[config.mk]
export PLATFORM = sky130hd
export DESIGN_NAME = io_timer_responder
export DESIGN_NICKNAME = d
export VERILOG_FILES = /design/src/rtl/io_timer_responder.sv
export SDC_FILE = /design/constraint.sdc
export NUM_CORES = 1
export LEC_CHECK = 0
export BUFFER_PORTS_ARGS = -buffer_cell sky130_fd_sc_hd__buf_2
export CAP_MARGIN = 20
export CORE_ASPECT_RATIO = 0.7
export CORE_MARGIN = 8
export CORE_UTILIZATION = 30
export DETAILED_ROUTE_END_ITERATION = 16
export HOLD_SLACK_MARGIN = 0.03
export PLACE_DENSITY_LB_ADDON = 0.15
export RECOVER_POWER = 25
export SETUP_SLACK_MARGIN = 0.4
export SLEW_MARGIN = 20
export SYNTH_ARGS = -nofsm -noshare
export SYNTH_HDL_FRONTEND = slang
export SYNTH_SLANG_ARGS = --single-unit
[constraint.sdc]
create_clock -name clk -period 3.2 [get_ports clk]
set_input_delay 0.48 -clock clk [delete_from_list [all_inputs] [get_ports clk]]
set_output_delay 0.48 -clock clk [all_outputs]
set_load 0.01 [all_outputs]
[src/rtl/io_timer_responder.sv]
// rtl/io_timer_responder.sv - IO-space bus responder with wait states and a prescaled down-counter timer
module io_timer_responder #(
  parameter logic [15:0] BASE_ADDR   = 16'h0010,
  parameter int          WAIT_STATES = 2,
  parameter int          PRESCALE    = 4
) (
  input  logic        clk,
  input  logic        arst,
  input  logic [21:0] address_bus,
  input  logic        mem_io,
  input  logic        rd_n,
  input  logic        wr_n,
  input  logic [7:0]  data_in,
  output logic [7:0]  data_out,
  output logic        data_oe,
  output logic        wait_n,
  output logic        irq_req
);
  localparam logic [3:0] WS_INIT    = 4'(WAIT_STATES);
  localparam logic [7:0] PRESC_LAST = 8'(PRESCALE - 1);

  typedef enum logic [1:0] {ST_IDLE, ST_WAIT, ST_ACCESS, ST_HOLD} state_t;

  state_t      state, state_nxt;
  logic [3:0]  wait_cnt, wait_cnt_nxt;
  logic        sel, start, strobes_idle;
  logic [2:0]  lat_off;
  logic        lat_write;
  logic [7:0]  lat_data;
  logic        reg_we, reg_re;
  logic [7:0]  reload_l, reload_h, rd_data;
  logic        ctrl_en, ctrl_auto, ctrl_irq_en, expired;
  logic [15:0] count;
  logic [7:0]  presc, shadow;
  logic        tick, load, expire;
  logic        unused_addr_hi;

  assign unused_addr_hi = ^address_bus[21:16];
  assign sel            = !mem_io && (address_bus[15:3] == BASE_ADDR[15:3]);
  assign start          = sel && (rd_n ^ wr_n);
  assign strobes_idle   = rd_n && wr_n;
  assign reg_we         = (state == ST_ACCESS) && lat_write;
  assign reg_re         = (state == ST_ACCESS) && !lat_write;

  // Reset lands in HOLD so a strobe left low across reset must be released first.
  always_ff @(posedge clk) begin
    if (arst) begin
      state    <= ST_HOLD;
      wait_cnt <= 4'd0;
    end else begin
      state    <= state_nxt;
      wait_cnt <= wait_cnt_nxt;
    end
  end

  always_comb begin
    state_nxt    = state;
    wait_cnt_nxt = wait_cnt;
    wait_n       = 1'b1;
    case (state)
      ST_IDLE: begin
        if (start) begin
          if (WS_INIT == 4'd0) begin
            state_nxt = ST_ACCESS;
          end else begin
            state_nxt    = ST_WAIT;
            wait_cnt_nxt = WS_INIT;
          end
        end
      end
      ST_WAIT: begin
        wait_n = 1'b0;
        if (wait_cnt == 4'd1) state_nxt = ST_ACCESS;
        else                  wait_cnt_nxt = wait_cnt - 4'd1;
      end
      ST_ACCESS: state_nxt = ST_HOLD;
      ST_HOLD:   if (strobes_idle) state_nxt = ST_IDLE;
      default:   state_nxt = ST_HOLD;
    endcase
  end

  always_comb begin
    rd_data = 8'h00;
    case (lat_off)
      3'd0:    rd_data = reload_l;
      3'd1:    rd_data = reload_h;
      3'd2:    rd_data = count[7:0];
      3'd3:    rd_data = shadow;
      3'd4:    rd_data = {5'b0, ctrl_irq_en, ctrl_auto, ctrl_en};
      3'd5:    rd_data = {7'b0, expired};
      default: rd_data = 8'h00;
    endcase
  end

  always_ff @(posedge clk) begin
    if (arst) begin
      lat_off   <= 3'd0;
      lat_write <= 1'b0;
      lat_data  <= 8'h00;
      data_out  <= 8'h00;
      data_oe   <= 1'b0;
      shadow    <= 8'h00;
    end else begin
      if (state == ST_IDLE && start) begin
        lat_off   <= address_bus[2:0];
        lat_write <= !wr_n;
        lat_data  <= data_in;
      end
      if (reg_re) begin
        data_out <= rd_data;
        data_oe  <= 1'b1;
        if (lat_off == 3'd2) shadow <= count[15:8];
      end else if (state == ST_HOLD && strobes_idle) begin
        data_oe <= 1'b0;
      end
    end
  end

  // Load (EN 0->1) needs EN low and a tick needs EN high, so they never collide.
  assign tick   = ctrl_en && (presc == PRESC_LAST);
  assign expire = tick && (count == 16'd0);
  assign load   = reg_we && (lat_off == 3'd4) && lat_data[0] && !ctrl_en;

  always_ff @(posedge clk) begin
    if (arst) begin
      presc       <= 8'h00;
      count       <= 16'h0000;
      reload_l    <= 8'h00;
      reload_h    <= 8'h00;
      ctrl_en     <= 1'b0;
      ctrl_auto   <= 1'b0;
      ctrl_irq_en <= 1'b0;
      expired     <= 1'b0;
      irq_req     <= 1'b0;
    end else begin
      if (!ctrl_en || load || tick) presc <= 8'h00;
      else                          presc <= presc + 8'd1;
      if (load) begin
        count <= {reload_h, reload_l};
      end else if (tick) begin
        if (count != 16'd0) count <= count - 16'd1;
        else if (ctrl_auto) count <= {reload_h, reload_l};
      end
      if (expire && !ctrl_auto) ctrl_en <= 1'b0;
      // Expiry beats a simultaneous write-1-to-clear.
      if (expire)                                         expired <= 1'b1;
      else if (reg_we && lat_off == 3'd5 && lat_data[0])  expired <= 1'b0;
      irq_req <= expired & ctrl_irq_en;
      if (reg_we) begin
        case (lat_off)
          3'd0:    reload_l <= lat_data;
          3'd1:    reload_h <= lat_data;
          3'd4:    {ctrl_irq_en, ctrl_auto, ctrl_en} <= lat_data[2:0];
          default: ;
        endcase
      end
    end
  end
endmodule
Yosys cells after proc, flatten, opt, wreduce, memory -nomap -nowiden
Cells that the tools add are included.
{"block": "op_classes", "n_div": 0, "muxes": 20, "multipliers": 0, "n_addsub": 3, "bitwise_logic": 2, "n_lt_le_gt_ge": 0, "n_eq_ne": 15, "reduce_logical": 39, "n_shift": 0}
{"operator": "$mux 16", "count": 4}
{"operator": "$pmux 8 s6", "count": 1}
{"operator": "$logic_not 16->1", "count": 1}
{"operator": "$reduce_bool 16->1", "count": 1}
{"operator": "$sub 16x1->16 const B", "count": 1}
{"operator": "$logic_and 1x1->1", "count": 15}
{"operator": "$eq 13x2->1 const B", "count": 1}
{"operator": "$reduce_and 2->1", "count": 5}
{"operator": "$add 8x1->8 const B", "count": 1}
{"operator": "$eq 8x2->1 const B", "count": 1}
{"operator": "$mux 1", "count": 8}
{"operator": "$mux 4", "count": 2}
{"operator": "$ne 2x2->1 const B", "count": 4}
{"operator": "$pmux 2 s4", "count": 1}
{"operator": "$pmux 4 s2", "count": 1}
{"operator": "$reduce_bool 2->1", "count": 4}
{"operator": "$eq 3x2->1 const B", "count": 2}
{"operator": "$eq 3x3->1 const B", "count": 2}
{"operator": "$mux 2", "count": 3}
{"operator": "$reduce_and 3->1", "count": 2}
{"operator": "$logic_not 1->1", "count": 5}
{"operator": "$eq 2x2->1 const B", "count": 2}
{"operator": "$eq 4x1->1 const B", "count": 1}
{"operator": "$sub 4x1->4 const B", "count": 1}
{"operator": "9 further kinds", "count": 10}
{"block": "word_totals", "latch_bits": 0, "n_memories": 0, "mem_bits_ro": 0, "ram_bits": 0, "elab_cells": 96, "register_bits": 80}

Logic depth before layout (Yosys ltp)
{"block": "depth", "ltp_word": 8, "depth_mapped": 8, "mapped_depth_nobuf": 7}

Least setup slack after synthesis
Ideal clock, no wire load.
{"block": "synth_path", "kind": "flip-flop to flip-flop", "start": "register count[10]", "end": "register count[15]", "t_required_ns": 3.083, "setup_slack_ns": 0.939, "n_path_buf": 2, "t_arrival_ns": 2.143, "path_stages_with_launch": 8, "period_less_slack_ns": 2.261, "path_cell_list": "dfxtp_1 -> clkbuf_1 -> or4_1 -> nor4_4 -> or2_2 -> buf_2 -> mux2_2 -> a32o_1"}
{"block": "synth_between", "elab_chain_len": 4, "elab_cells_between_ends": 7}
{"element": "from (decl)", "line": "33", "rtl": "logic [15:0] count;"}
{"element": "from (signal assigned)", "line": "139", "rtl": "count <= {reload_h, reload_l};"}
{"element": "from (signal assigned)", "line": "141", "rtl": "if (count != 16'd0) count <= count - 16'd1;"}
{"element": "from (signal assigned)", "line": "142", "rtl": "else if (ctrl_auto) count <= {reload_h, reload_l};"}
{"element": "$sub 16x1->16 / $reduce_bool 16->1 (equally long branches)", "line": "141"}
{"element": "$mux 16", "line": "141"}
{"element": "$mux 16", "line": "140", "rtl": "end else if (tick) begin"}
{"element": "$mux 16", "line": "138", "rtl": "if (load) begin"}
Parallel ways exist; a longest one is shown, timed or not. The select of a mux whose other input is x is not followed.
A chain may end at the register's enable or synchronous reset.

Worst setup path after layout
{"block": "layout_path", "start": "register presc[0]", "end": "register count[9]"}
{"block": "layout_between", "elab_chain_len": 4}
{"element": "from (decl)", "line": "34", "rtl": "logic [7:0] presc, shadow;"}
{"element": "from (signal assigned)", "line": "137", "rtl": "else presc <= presc + 8'd1;"}
{"element": "$eq 8x2->1", "line": "120", "rtl": "assign tick = ctrl_en && (presc == PRESC_LAST);"}
{"element": "$logic_and 1x1->1", "line": "120"}
{"element": "$reduce_bool 2->1 (no source line)"}
{"element": "$reduce_and 2->1 (no source line)"}
Every way passes these cells.

==> run summary <==
The fraction of the cycle the final worst path needs was 81.1%. Walking the worst path, the cells encountered are ha_1, and4bb_2, nand2_1, or2_0, or4b_2, a32o_1. Setup repair after global routing left no endpoint under its margin.

The detailed-route wire length per cell is 17.4 um, and the number of rows in the core area is 34. The tools report the number of hold violations in the final report as 0. In this run the tightest slew margin relative to its limit is -0.286%. Multiplexer cells account for 15.7% of the synthesized area. The hold-fix buffer count after cts was 0; the clock input transition at the sequential cells of the worst setup and hold paths was 0.06 ns. The net count reported at finish is 500, and the maximum count of clock buffers along a single path is 2. For the clock sink count, the log shows 80. In this run the power density over the cells is 556 mW/mm^2. CTS built an H-tree with a depth of 3. The worst setup path is of the flip-flop to flip-flop kind. Input and output buffers added on the ports amount to 39. The final wirelength came out at 10800 um.

TritonCTS built the clock tree. Buffers inserted during clock tree synthesis total 9. The detailed router placed 3154 vias in this run. Together, buffers and inverters on the worst path number 0. The net count after synthesis was 461. For this run, the number of Yosys warnings is 0.

The cell taking the most area after synthesis is sky130_fd_sc_hd__dfxtp_1. For this block, the initial DRC count from the detailed router was 204. The number of max-cap violations is 1. The average cell area after synthesis is 9.33 um^2, and the insertion delay to the later sink of the worst-skew pair is 0.34 ns.

The maximum clock frequency was 386 MHz. The run gives 0.00759 ns as the setup skew after layout. Yosys mapped a number of flops with a built-in enable equal to 0. Setup violations remaining at the end of the flow were counted as 0. The total count of max-transition violations in the final report is 32, and the fraction of final layout cells with drive strength greater than 1 is 16.3%. The post-route cell area is 0.00459 mm^2.

Peak supply drop: 0.265 mV. The worst flop-to-flop path startpoint was presc[0]. Adding up every negative setup slack in the final design gives 0 ns. For this configuration, the core starts out at a cell density of 31.0%. The first global-routing pass estimated 17600 um of wire. The area growth from synthesis to layout is 18.2%.

The area of the mapped netlist is 0.00388 mm^2. The library cells used most frequently in the layout, excluding fill and tap cells, are sky130_fd_sc_hd__dfxtp_1, sky130_fd_sc_hd__nor2_1, sky130_fd_sc_hd__mux2i_1, sky130_fd_sc_hd__buf_2, sky130_fd_sc_hd__nand2_1. The clock tree root driver cell is sky130_fd_sc_hd__clkbuf_16.

Of all nets on the critical path, the largest fanout is 9. The final critical path time including I/O delays and setup is 2.59 ns, and the standby leakage power is 1.78 nW. The critical path starts at presc[0]. The number of buffers inserted by post-CTS setup repair is 0. During I/O placement, the number of pins put on the boundary was 46.

Measured along the y axis, the die boundary spans 111 um. Delay of the slowest cell on the worst path: 0.66 ns. The aggregate global-route resource usage was 13.0%. Synthesis handed over a netlist of 416 instances. Summing the areas of all xor and xnor instances in the mapped netlist gives 2.48% of the synthesized area. 0 antenna diodes ended up in the layout. The run finished, with violations left. The category of cells accounting for the largest share of critical-path delay is simple AND/OR/NAND/NOR gates. The via count of the first global-routing pass is 3196, and the basic-gate share of the synthesized area counting and, or, nand and nor cells is 22.3%.

For the flop-to-flop setup slack, the log shows 0.61 ns. Type of element launching the critical path: a flip-flop. The share of the Yosys chip area taken by registers is 41.3%.

Kind of end point of the critical path: a flip-flop. After Yosys synthesis, full adders, half adders and majority gates account for 3.22% of the synthesized area. The internal portion of the total power is 1.93 mW. The average via count per standard cell came out at 5.07.

Once detail routing completed, the nets flagged for antenna violations numbered 0. The count of unresolved DRC violations after routing is 0, and the estimated wirelength of the detail-placed design is 8200 um. The area fraction of the dominant cell type after synthesis came out at 41.3%.

For the global placement routability congestion, the log shows 0.901. By area, the combinational part of the netlist is dominated by simple AND/OR/NAND/NOR gates. Counting flops and latches in the post-synthesis netlist gives 80. The synthesized netlist devotes 11.5% of its cell area to compound gates. The reported net switching power is 618 uW, and the net switching share of the total power is 24.2%.

Before antenna repair, the detailed router went through 5 iterations. The data required time at the worst endpoint was 3.43 ns; the transition at the pin with the smallest max-transition slack was 1.50 ns. The post-cts sizing count came out at 0. The number of antenna violations at the first check in global routing is 0. The share of total power dissipated in sequential elements is 41.3%. Startpoint of the lowest-slack hold path: data_in[3]. The tools report the portion of total power attributed to combinational logic as 11.2%. By area the synthesized netlist is led by sky130_fd_sc_hd__dfxtp_1, sky130_fd_sc_hd__mux2i_1, sky130_fd_sc_hd__nor2_1. For this run, the leading register cell type out of synthesis is sky130_fd_sc_hd__dfxtp_1.

The placed instance count was 606. The path class of the tightest hold or removal check is primary input to flip-flop. In this run, the clock network consumes 47.5% of the power. Entering global routing, the biggest net connects 33 pins. The data arrival time of the critical path was 2.82 ns. After synthesis, the share of flip-flops with an asynchronous set or reset is 0%. The distinct cell type count after synthesis was 58; the overflow left after global routing was 0. The slowest cell on the critical path is sky130_fd_sc_hd__or4b_2.

The placed instances occupy a cell area of 0.00426 mm^2. After floorplanning, the core was sized to cover 0.0125 mm^2. For this run, the number of standard cells in the final layout without fillers is 622. The horizontal die dimension was 152 um. The final reports fail on capacitance limit, slew limit. The library cell used most frequently in the layout, excluding fill and tap cells, is sky130_fd_sc_hd__dfxtp_1.

The floorplan step defined a die boundary enclosing 0.0169 mm^2.
-- per-stage QoR --
step	utilization (%)	hold slack (ns)	worst slack [ns]	power (mW)
6_report	36.7	0.370	0.606	2.55
5_1_grt	36.7	0.371	0.506	2.66
4_1_cts	36.9	0.363	0.629	2.58
3_5_place_dp	34.1	0.449	0.649	1.36
3_3_place_gp	34.1	0.446	0.672	1.34
2_1_floorplan	-	0.422	0.939	1.27
-- cells in the mapped netlist, drive strengths merged, types with 5 or more instances --
cell type,n
a21oi,8
a22oi,11
a32o,5
buf,11
clkbuf,10
dfxtp,80
ha,10
inv,12
mux2i,45
mux4,5
nand2,17
nand2b,10
nor2,79
nor3,9
nor4,10
o21ai,8
or2,6
or3,5
or4,5
xnor2,7
-- flip-flops by register name, indices dropped and copies added (netlist names) --
name and count:
irq_req 1, reload_l 8, ctrl_auto 1, data_out 8, ctrl_irq_en 1, ctrl_en 1, lat_data 8, lat_write 1
state 2, presc 8, data_oe 1, expired 1, wait_cnt 4, lat_off 3, count 16, shadow 8
reload_h 8
-- final timing paths --
| path | to | cells past startpoint |
|---|---|---|
| hold reg to reg | data_oe | 2 |
| setup reg to reg | count[9] | 6 |
| hold / removal | lat_data[3] | 3 |
| setup / recovery | count[9] | 6 |
-- layer usage --
metal | track usage, % | wire [um] | part of all wire [%]
met1 | 19.0 | 5870 | 54
met3 | 3.37 | 510 | 4.7
met4 | 2.83 | 71 | 0.66
met5 | 0 | 0 | 0
met2 | 18.3 | 4350 | 40
-- cell type report --
class | instances | area, um^2
fillers | 1288 | 7920
multi-input cells | 303 | 2140
flip-flops and latches | 80 | 1600
repair buffers | 49 | 245
clock buffers | 10 | 239
well taps | 162 | 203
clock inverters | 6 | 116
inverters | 12 | 45.0
-- worst min-delay path, cell delays in order --
cell                      delay, ns
sky130_fd_sc_hd__buf_2         0.07
sky130_fd_sc_hd__mux2i_1       0.05
sky130_fd_sc_hd__nor2_1        0.07
-- power groups by stage --
| stage | combinational, mW | sequential [mW] | clock [mW] |
|---|---|---|---|
| 2_1_floorplan | 0.199 | 1.07 | 0 |
| 3_3_place_gp | 0.272 | 1.07 | 0 |
| 3_5_place_dp | 0.284 | 1.07 | 0 |
| 4_1_cts | 0.286 | 1.05 | 1.24 |
| 5_1_grt | 0.319 | 1.06 | 1.28 |
| 6_report | 0.286 | 1.05 | 1.21 |
-- cells by family after synthesis --
group | after synthesis
compound gates | 61
xor+xnor | 11
fa+ha+maj | 10
buf+inv | 33
flops | 80
mux | 54
simple gates | 167
(Power assumes the default switching activity.)
